`config.mk`:
```
export PLATFORM = sky130hd
export DESIGN_NAME = alu_share_arb
export DESIGN_NICKNAME = d
export VERILOG_FILES = /design/src/rtl/alu_share_arb.sv
export SDC_FILE = /design/constraint.sdc
export NUM_CORES = 1
export LEC_CHECK = 0
export ABC_AREA = 0
export CAP_MARGIN = 0
export CORE_UTILIZATION = 26
export DETAILED_ROUTE_END_ITERATION = 7
export PLACE_DENSITY = 0.81
export SLEW_MARGIN = 40
export SYNTH_ARGS = -nofsm -noshare
export SYNTH_HDL_FRONTEND = slang
export SYNTH_SLANG_ARGS = --single-unit
```
`constraint.sdc`:
```
create_clock -name clk_i -period 1.76 [get_ports clk_i]
set_input_delay 0.264 -clock clk_i [delete_from_list [all_inputs] [get_ports clk_i]]
set_output_delay 0.264 -clock clk_i [all_outputs]
set_load 0.02 [all_outputs]
```
`src/rtl/alu_share_arb.sv`:
```
// alu_share_arb: shares one ALU between two requesters.
// A round-robin arbiter issues at most one operation per cycle. The ALU inputs are
// driven from the granted requester's payload. The ALU result and flags are captured,
// together with the issuing requester's id, in a one-entry valid/ready response register.
// Ports:
//   clk_i, rst_ni           clock, asynchronous active-low reset
//   reqN_vld_i / reqN_*_i   requester N operation (opcode, src1, src0, shamt), N = 0, 1
//   reqN_rdy_o              requester N operation accepted this cycle
//   alu_*_o                 operands to the shared ALU
//   alu_*_i                 ALU result and flags (dst, ov, zr, n)
//   rsp_*_o                 held response (vld, id, dst, ov, zr, n)
//   rsp_rdy_i               consumer takes the response this cycle
module alu_share_arb #(
  parameter int unsigned DATA_W  = 16,
  parameter int unsigned OPS_W   = 3,
  parameter int unsigned SHAMT_W = 4,
  parameter bit          RR_INIT = 1'b0
) (
  input  logic               clk_i,
  input  logic               rst_ni,
  input  logic               req0_vld_i,
  input  logic [OPS_W-1:0]   req0_ops_i,
  input  logic [DATA_W-1:0]  req0_src1_i,
  input  logic [DATA_W-1:0]  req0_src0_i,
  input  logic [SHAMT_W-1:0] req0_shamt_i,
  output logic               req0_rdy_o,
  input  logic               req1_vld_i,
  input  logic [OPS_W-1:0]   req1_ops_i,
  input  logic [DATA_W-1:0]  req1_src1_i,
  input  logic [DATA_W-1:0]  req1_src0_i,
  input  logic [SHAMT_W-1:0] req1_shamt_i,
  output logic               req1_rdy_o,
  output logic [OPS_W-1:0]   alu_ops_o,
  output logic [DATA_W-1:0]  alu_src1_o,
  output logic [DATA_W-1:0]  alu_src0_o,
  output logic [SHAMT_W-1:0] alu_shamt_o,
  input  logic [DATA_W-1:0]  alu_dst_i,
  input  logic               alu_ov_i,
  input  logic               alu_zr_i,
  input  logic               alu_n_i,
  output logic               rsp_vld_o,
  output logic               rsp_id_o,
  output logic [DATA_W-1:0]  rsp_dst_o,
  output logic               rsp_ov_o,
  output logic               rsp_zr_o,
  output logic               rsp_n_o,
  input  logic               rsp_rdy_i
);

  typedef enum logic [0:0] {StEmpty, StFull} state_e;

  state_e      state_q, state_d;
  logic        last_gnt_q, last_gnt_d;
  logic        slot_free;
  logic        gnt0, gnt1;
  logic        xfer;

  logic              rsp_id_q, rsp_id_d;
  logic [DATA_W-1:0] rsp_dst_q, rsp_dst_d;
  logic              rsp_ov_q, rsp_ov_d;
  logic              rsp_zr_q, rsp_zr_d;
  logic              rsp_n_q, rsp_n_d;

  // State register; last_gnt starts at ~RR_INIT so the first tie goes to RR_INIT.
  always_ff @(posedge clk_i or negedge rst_ni) begin
    if (!rst_ni) begin
      state_q    <= StEmpty;
      last_gnt_q <= ~RR_INIT;
    end else begin
      state_q    <= state_d;
      last_gnt_q <= last_gnt_d;
    end
  end

  // Arbitration: the slot is free when empty, or when the held response leaves this cycle.
  always_comb begin
    slot_free = (state_q == StEmpty) || rsp_rdy_i;
    gnt0      = 1'b0;
    gnt1      = 1'b0;
    if (slot_free) begin
      if (req0_vld_i && req1_vld_i) begin
        gnt0 = last_gnt_q;
        gnt1 = ~last_gnt_q;
      end else begin
        gnt0 = req0_vld_i;
        gnt1 = req1_vld_i;
      end
    end
    // A grant is only given to a valid requester, so a grant is a transfer.
    xfer = gnt0 || gnt1;
  end

  // Next-state logic.
  always_comb begin
    state_d    = state_q;
    last_gnt_d = xfer ? gnt1 : last_gnt_q;
    unique case (state_q)
      StEmpty: if (xfer) state_d = StFull;
      StFull:  if (rsp_rdy_i && !xfer) state_d = StEmpty;
      default: state_d = StEmpty;
    endcase
  end

  // Outputs: grants and the ALU operand mux.
  always_comb begin
    req0_rdy_o  = gnt0;
    req1_rdy_o  = gnt1;
    rsp_vld_o   = (state_q == StFull);
    alu_ops_o   = '0;
    alu_src1_o  = '0;
    alu_src0_o  = '0;
    alu_shamt_o = '0;
    if (gnt0) begin
      alu_ops_o   = req0_ops_i;
      alu_src1_o  = req0_src1_i;
      alu_src0_o  = req0_src0_i;
      alu_shamt_o = req0_shamt_i;
    end else if (gnt1) begin
      alu_ops_o   = req1_ops_i;
      alu_src1_o  = req1_src1_i;
      alu_src0_o  = req1_src0_i;
      alu_shamt_o = req1_shamt_i;
    end
  end

  // Response payload: loaded only on a transfer, otherwise held bit-stable.
  always_comb begin
    rsp_id_d  = rsp_id_q;
    rsp_dst_d = rsp_dst_q;
    rsp_ov_d  = rsp_ov_q;
    rsp_zr_d  = rsp_zr_q;
    rsp_n_d   = rsp_n_q;
    if (xfer) begin
      rsp_id_d  = gnt1;
      rsp_dst_d = alu_dst_i;
      rsp_ov_d  = alu_ov_i;
      rsp_zr_d  = alu_zr_i;
      rsp_n_d   = alu_n_i;
    end
  end

  always_ff @(posedge clk_i or negedge rst_ni) begin
    if (!rst_ni) begin
      rsp_id_q  <= 1'b0;
      rsp_dst_q <= '0;
      rsp_ov_q  <= 1'b0;
      rsp_zr_q  <= 1'b0;
      rsp_n_q   <= 1'b0;
    end else begin
      rsp_id_q  <= rsp_id_d;
      rsp_dst_q <= rsp_dst_d;
      rsp_ov_q  <= rsp_ov_d;
      rsp_zr_q  <= rsp_zr_d;
      rsp_n_q   <= rsp_n_d;
    end
  end

  assign rsp_id_o  = rsp_id_q;
  assign rsp_dst_o = rsp_dst_q;
  assign rsp_ov_o  = rsp_ov_q;
  assign rsp_zr_o  = rsp_zr_q;
  assign rsp_n_o   = rsp_n_q;

endmodule

```
**Word level (Yosys, flattened, before mapping)**

Index checks and enable logic that the tools add are counted.

- Mux-type cells: 15
- Bitwise logic cells: 2
- Reductions and logical operators: 5

Operators with widths:

| operator | number |
|---|---|
| 16-bit two-way mux | 4 |
| 4-bit two-way mux | 2 |
| 1-bit two-way mux | 6 |
| 3-bit two-way mux | 2 |
| 1-bit logical AND | 2 |
| 1-bit logical OR | 2 |
| 1-bit inverter | 2 |
| 1-bit case mux with 2 select lines | 1 |
| 1-bit logical NOT | 1 |

- Register bits after elaboration: 22
- Output and inout port bits: 62

**Logic depth before layout (Yosys ltp)**

Gate-level depths: netlist of the first run.

- Word-level depth: 8
- Mapped depth: 5
- Mapped depth without buffers: 3

**Least setup slack after synthesis of the first run**

OpenSTA, ideal clock, no wires.

- Path kind: register to output
- From: register state_q, in the netlist rsp_vld_o
- To: output alu_ops_o[0]
- Data arrival time: 1.337 ns
- Data required time: 1.496 ns
- Slack: 0.159 ns
- Stages on the path, launching flop included: 6
- Path through: dfrtp_1 nand2b_4 and3_1 buf_2 buf_2 a22o_1

- Longest elaborated chain between the ends: 5
- Elaborated cells on any way between the ends: 6

Ends and longest elaborated chain:

| item | RTL line | source |
|---|---|---|
| start: declaration | 52 | `state_e state_q, state_d;` |
| start signal: assignment | 67 | `state_q <= StEmpty;` |
| start signal: assignment | 70 | `state_q <= state_d;` |
| 1-bit inverter | n/a |  |
| 1-bit logical OR | 77 | `slot_free = (state_q == StEmpty) \|\| rsp_rdy_i;` |
| 1-bit two-way mux | 80 | `if (slot_free) begin` |
| via req1_rdy_o | 32 | `output logic req1_rdy_o,` |
| 3-bit two-way mux | 118 | `end else if (gnt1) begin` |
| 3-bit two-way mux | 113 | `if (gnt0) begin` |
| end: declaration | 33 | `output logic [OPS_W-1:0] alu_ops_o,` |

The timed path passes the listed nets, and every way through them passes these cells.

**Worst setup path in the final report of the first run**

- From: register last_gnt_q
- To: output alu_src1_o[12]

- Longest elaborated chain between the ends: 5
- Elaborated cells on any way between the ends: 7

Ends and longest elaborated chain:

| item | RTL line | source |
|---|---|---|
| start: declaration | 53 | `logic last_gnt_q, last_gnt_d;` |
| start signal: assignment | 68 | `last_gnt_q <= ~RR_INIT;` |
| start signal: assignment | 71 | `last_gnt_q <= last_gnt_d;` |
| 1-bit inverter | 83 | `gnt1 = ~last_gnt_q;` |
| 1-bit two-way mux | 81 | `if (req0_vld_i && req1_vld_i) begin` |
| 1-bit two-way mux | 80 |  |
| 16-bit two-way mux | 118 |  |
| 16-bit two-way mux (*) | 113 |  |
| end: declaration | 34 | `output logic [DATA_W-1:0] alu_src1_o,` |

Every way passes the cells marked *; elsewhere a longest branch is shown, timed or not.

==> results.toml, run 1 <==
[status]
status = "finished, violations left"
violations = "setup timing"

[critical_path]
worst_ep_arrival_time_ns = 1.68
r2r-start = "rsp_vld_o"
r2r.worst_path.cells = 5
crit_end = "alu_src1_o[12]"
cp-start-kind = "flop"
reg2reg_slack_ns = 0.32
critPathLaunch = "last_gnt_q"
critPathTopFamily = "flip-flops"
required_ns = 1.50
cpPeakStageDelay_ns = 0.54
path_class = "reg -> out"
endpoint_kind = "output port"
reg2reg_to = "rsp_dst_o[0]"
worstPathCellList = "nand2b_4 > and3_4 > buf_8 > buf_16 > a22o_1 > buf_6"
path_buf_inv = 3
cp.depth = 6
cp_slowest_cell = "dfstp_2"
cp_max_fo = 10

[global_route]
antenna_found_initial = 0
track_usage_pct = 20.55
grt_pass1_wl_mm = 8.376
grt_max_degree = 27
grt_pass1_vias = 1618
grt-ovfl-total = 0

[die]
initial_utilization_pct = 27.51
coreArea_sq_mm = 0.004817
rows = 25
fp.dieArea_sq_mm = 0.005385
die_y_microns = 73.39
die_w_microns = 73.39
io-pin-count = 164

[logic_synthesis]
synthArstFlopShare_pct = 100.0
yosysWarnings = 0
synth_area_leaders = "dfrtp_1, a22o_1, mux2_4, mux2_2, buf_6"
ys_ff_latch = 22
synth_fp_nets = 204
synthFlopType = "dfrtp_1"
synth_top_area_cell = "dfrtp_1"
synth_edf_count = 0
synth_top_cells_by_count = "a22o_1, dfrtp_1, mux2_4"
syn_avg_cell_area_sq_um = 12.99
yosysSeqAreaShare_pct = 41.64
synth_cells = 102
synth_top_cell_area_share_pct = 39.66
syn_area_sq_mm = 0.001325
yosys.cell_count.top_type = "a22o_1"
synth_cell_type_count = 15

[clock_network]
clk_path_buf_depth = 2
cts_max_level = 1
cts_tree = "done"
clkLatencyLatePin_ns = 0.26
cts_root_buf = "clkbuf_8"
clock-sinks = 22
cts_buffers = 3
clk_pin_slew_worst_paths_ns = 0.08

[placement]
numPortBuffers = 163
dp.final_hpwl_mm = 4.427
routabilityCongestion = 0.7368

[sta]
slew_headroom_pct = 76.93
post-route-min-period_ns = 1.943
rsz0062_at_grt = "true"
tightest_slew_ns = 0.3449
final-setup-viol-count = 40
skew_ns = 0.001939
max_freq_mhz = 514.7
setup_tns_ns = -5.975
fin_crit_sh_pct = 110.4
drv_slew = 0
hold_viol_final = 0
timing.final.ws_setup_ns = -0.1829

[detailed_routing]
vias = 1624
firstDrtPassIters = 4
drtIter0Drc = 18
post_drt_wl_per_cell_microns = 17.32
wirelength_mm = 5.958
drc = 0
via_per_inst = 4.721
antenna_left = 0

[layout]
area_delta_synth_final_pct = 151.6
fin_nets = 379
drive_above_1_share_pct = 31.88

[pwr]
leakagePower_nw = 1.467
ir_worst_vdd_mv = 0.6149
p_per_area_mw_per_mm2 = 681.9
p_total_mw = 2.273

[worst_hold_path]
hp-class = "in -> async"

[flow_run]
cap_violations = 0
-- logic make-up (layout without fill, tap and decap cells) --
logic type / after synthesis / in the layout / share of synthesized area (%)
buffers and inverters: 12 / 186 / 8.498
and+or+nand+nor: 6 / 6 / 3.022
DFF: 22 / 22 / 41.64
other: 0 / 1 / 0
muxes: 19 / 19 / 18.98
AOI/OAI and AO/OA: 43 / 43 / 27.86
-- worst min-delay path by stage --
stage	from	end	cells past startpoint
after global placement	rsp_id_o	rsp_id_o	1
after detailed placement	rsp_id_o	rsp_id_o	1
after floorplan	rst_ni	rsp_dst_o[0]	0
after CTS	rst_ni	rsp_dst_o[5]	1
after global routing	rst_ni	rsp_dst_o[5]	1
final	rst_ni	rsp_dst_o[5]	1
-- flip-flops by register name (all words and copies together) (netlist names) --
signal,count
rsp_dst_o,16
last_gnt_q,1
rsp_id_o,1
rsp_n_o,1
rsp_ov_o,1
rsp_vld_o,1
rsp_zr_o,1
-- through the flow --
| stage | cell area, sq um | instances | hold WS [ns] | util [%] | setup slack, ns |
|---|---|---|---|---|---|
| 6_report | 3333 | 344 | 0.2685 | 69.19 | -0.1829 |
| 5_1_grt | 3331 | 343 | 0.2871 | 69.14 | -0.2320 |
| 4_1_cts | 3313 | 342 | 0.2760 | 68.78 | -0.1920 |
| 3_5_place_dp | 3045 | 329 | 0.4808 | 63.22 | -0.5897 |
| 3_3_place_gp | 3045 | 329 | 0.4679 | 63.22 | -0.5649 |
| 2_1_floorplan | 1325 | 102 | -0.03159 | - | 0.1593 |
-- cell usage in the layout (no fill, tap or decap) --
cell type        netlist  routed
clkdlybuf4s50_1        0     121
buf_6                  6      41
a22o_1                39      39
dfrtp_1               21      21
mux2_4                10      10
buf_4                  0      10
mux2_2                 9       9
clkbuf_8               0       4
buf_16                 0       4
buf_12                 1       4
nand2b_4               1       2
and3_4                 0       2
nand2_1                2       2
a21o_1                 2       2
diode_2                0       1
o21ai_0                1       1
o21a_1                 1       1
dlygate4sd2_1          0       1
dfstp_2                1       1
buf_8                  0       1
-- repair_timing --
| action | 4_1_cts | 5_1_grt |
|---|---|---|
| endpoints found under the setup margin | 41 | 41 |
| hold buffers | 0 | 0 |
| gates resized for setup | 255 | 3 |
| buffers inserted | 5 | 1 |
| cloned | 4 | 0 |
| pin swaps | 26 | 8 |
-- per-layer routing --
metal	wire, microns	up-vias	GRT usage, %
met5	0	-	0
met4	84	0	6.624
met3	599	6	5.350
met2	3075	88	36.83
li1	-	748	-
met1	2198	782	23.79
-- report_power, final --
group	leakage (nW)	internal [mW]	switching (mW)
Combinational	1.18	0.776	0.517
Sequential	0.255	0.583	0.0411
Clock	0.0288	0.199	0.157
Total	1.47	1.56	0.715
-- layout make-up --
type | instances | area (sq um)
fillers | 385 | 1484
diodes | 1 | 2.502
flip-flops and latches | 22 | 551.8
clock buffers | 4 | 55.05
well taps | 67 | 83.83
repair buffers | 182 | 1962
multi-input cells | 68 | 678.2
(Power assumes the default switching activity.)
==> run 2, diff against run 1 <==
- CAP_MARGIN: 0 -> not set
==> results of run 2 <==
Same layout as run 1: the final DEF is identical, and so are final timing and power.
==> run 3, diff against run 2 <==
- ABC_AREA: 0 -> 1
- CORE_UTILIZATION: 26 -> 32
- PLACE_DENSITY: 0.81 -> 0.83
- REMOVE_ABC_BUFFERS: not set -> 1
- TNS_END_PERCENT: not set -> 100
==> results.toml, run 3 <==
[global_route]
antenna_found_initial = 0
grt_pass1_wl_mm = 11.42
track_usage_pct = 23.15
grt_max_degree = 46
grt_pass1_vias = 2433
grt-ovfl-total = 0

[clock_network]
clk_pin_slew_worst_paths_ns = 0.07
clk_path_buf_depth = 2
cts_max_level = 1
cts_buffers = 3
cts_root_buf = "clkbuf_8"
clock-sinks = 22
cts_tree = "done"
holdBufCountCts = 0
clkLatencyLatePin_ns = 0.26

[detailed_routing]
antenna_left = 0
via_per_inst = 5.450
firstDrtPassIters = 4
drc = 0
vias = 2638
drtIter0Drc = 80
wirelength_mm = 7.999
post_drt_wl_per_cell_microns = 16.53

[critical_path]
worst_ep_arrival_time_ns = 1.50
required_ns = 1.50
cp_max_fo = 8
endpoint_kind = "output port"
cp-start-kind = "flop"
path_class = "reg -> out"

[logic_synthesis]
synth_cell_type_count = 13
synth_top_cells_by_count = "nand2_1, nand4_1, dfrtp_1"
yosysSeqAreaShare_pct = 30.12
synth_cells = 245
syn_avg_cell_area_sq_um = 7.477
synth_area_leaders = "dfrtp_1, nand4_1, nand2_1, buf_6, o211ai_1"
synth_top_cell_area_share_pct = 28.69
syn_area_sq_mm = 0.001832
yosysWarnings = 0
synth_edf_count = 0
yosys.cell_count.top_type = "nand2_1"
synthFlopType = "dfrtp_1"
synthArstFlopShare_pct = 100.0
synth_top_area_cell = "dfrtp_1"
ys_ff_latch = 22

[sta]
final-setup-viol-count = 2
slew_headroom_pct = 62.81
drv_slew = 0
rsz0062_at_grt = "true"
timing.final.ws_setup_ns = -0.0009667
post-route-min-period_ns = 1.761
max_freq_mhz = 567.9
tightest_slew_ns = 0.5558
hold_viol_final = 0
setup_tns_ns = -0.001813
fin_crit_sh_pct = 100.1
skew_ns = 0.003822

[layout]
layout_commonest_cell = "clkdlybuf4s50_1"
mostFrequentLayoutCells = "clkdlybuf4s50_1, nand2_1, nand4_1"
fin_util_pct = 68.08
drive_above_1_share_pct = 22.09
fin_nets = 515
diodes = 0
area_delta_synth_final_pct = 104.6
fin_area_sq_mm = 0.003749
largest_register_ffs = 16

[die]
initial_utilization_pct = 33.27
io-pin-count = 164
die_y_microns = 77.66
rows = 27
coreArea_sq_mm = 0.005507
fp.dieArea_sq_mm = 0.006031
die_w_microns = 77.66

[status]
status = "finished, violations left"
violations = "setup timing"

[placement]
numPortBuffers = 163
dp.final_hpwl_mm = 5.290
postPlaceCellArea_sq_mm = 0.003510
routabilityCongestion = 0.7935
dpl_worst_slack_ns = -0.4411

[pwr]
leakagePower_nw = 1.763
p_per_area_mw_per_mm2 = 626.0
ir_worst_vdd_mv = 0.3377
p_total_mw = 2.347

[flow_run]
cap_violations = 0

[worst_hold_path]
hp-class = "in -> async"
## run 3: cell types whose count changed after synthesis, sizes merged, moves of 3 or more
cell,previous run,this run
a22o,39,0
nand4,0,78
inv,0,3
o211ai,0,19
buf,12,35
mux2,19,0
nand2,2,85
## run 3: metal layers
layer	up-vias	GRT usage, %	wire length [microns]	part of all wire [%]
li1	1246	-	-	-
met1	1226	27.58	3182	40
met2	144	40.62	4054	51
met3	22	5.176	554	6.9
met4	0	7.925	207	2.6
met5	-	0	0	0
## run 3: path summary, 6_finish.rpt
kind / from / endpoint / slack, ns / cells after the start
min in group clk_i: rsp_dst_o[1] / rsp_dst_o[1] / 0.48 / 2
max in group asynchronous: rst_ni / last_gnt_q / 0.93 / 2
max reg2reg: rsp_vld_o / rsp_dst_o[2] / 0.23 / 6
min: rst_ni / rsp_dst_o[11] / 0.25 / 1
max: last_gnt_q / alu_src0_o[4] / -0.001 / 6
min reg2reg: rsp_dst_o[1] / rsp_dst_o[1] / 0.48 / 2
## run 3: critical path: stages (launching register included)
cell and delay [ns]:
dfstp_2 0.55, inv_2 0.06, nand2_8 0.13, buf_12 0.13, nand4_1 0.11, nand2_1 0.13, buf_6 0.12
## run 3: metrics by stage
step	instances	hold WS, ns
global placement	467	0.4555
floorplan	210	-0.03159
detailed placement	467	0.4654
CTS	472	0.2516
global route	484	0.2554
finish	484	0.2491
## run 3: where the power goes
group | switching [mW] | internal (mW) | total [mW]
Sequential | 0.0493 | 0.581 | 0.631
Clock | 0.154 | 0.161 | 0.316
Combinational | 0.677 | 0.724 | 1.40
Total | 0.880 | 1.47 | 2.35
## run 3: kinds of logic after synthesis
| kind of cell | synth area share (%) |
|---|---|
| buffers and inverters | 15.85 |
| AOI/OAI and AO/OA | 8.675 |
| DFF | 30.12 |
| and+or+nand+nor | 45.36 |
## run 3: area by class of cell
cell class,instances,area (sq um)
Timing Repair Buffer,196,2007
Tap cell,72,90.09
Clock buffer,4,45.04
Inverter,3,11.26
Multi-Input combinational cell,187,1042
Fill cell,491,1758
Sequential cell,22,553.0
## run 3: timing repair
| action | in CTS | in global routing |
|---|---|---|
| pin swaps | 0 | 4 |
| gates resized for setup | 169 | 50 |
| endpoints found under the hold margin | 0 | 0 |
| gates cloned | 1 | 11 |
| endpoints found under the setup margin | 41 | 37 |
| setup buffers | 0 | 1 |
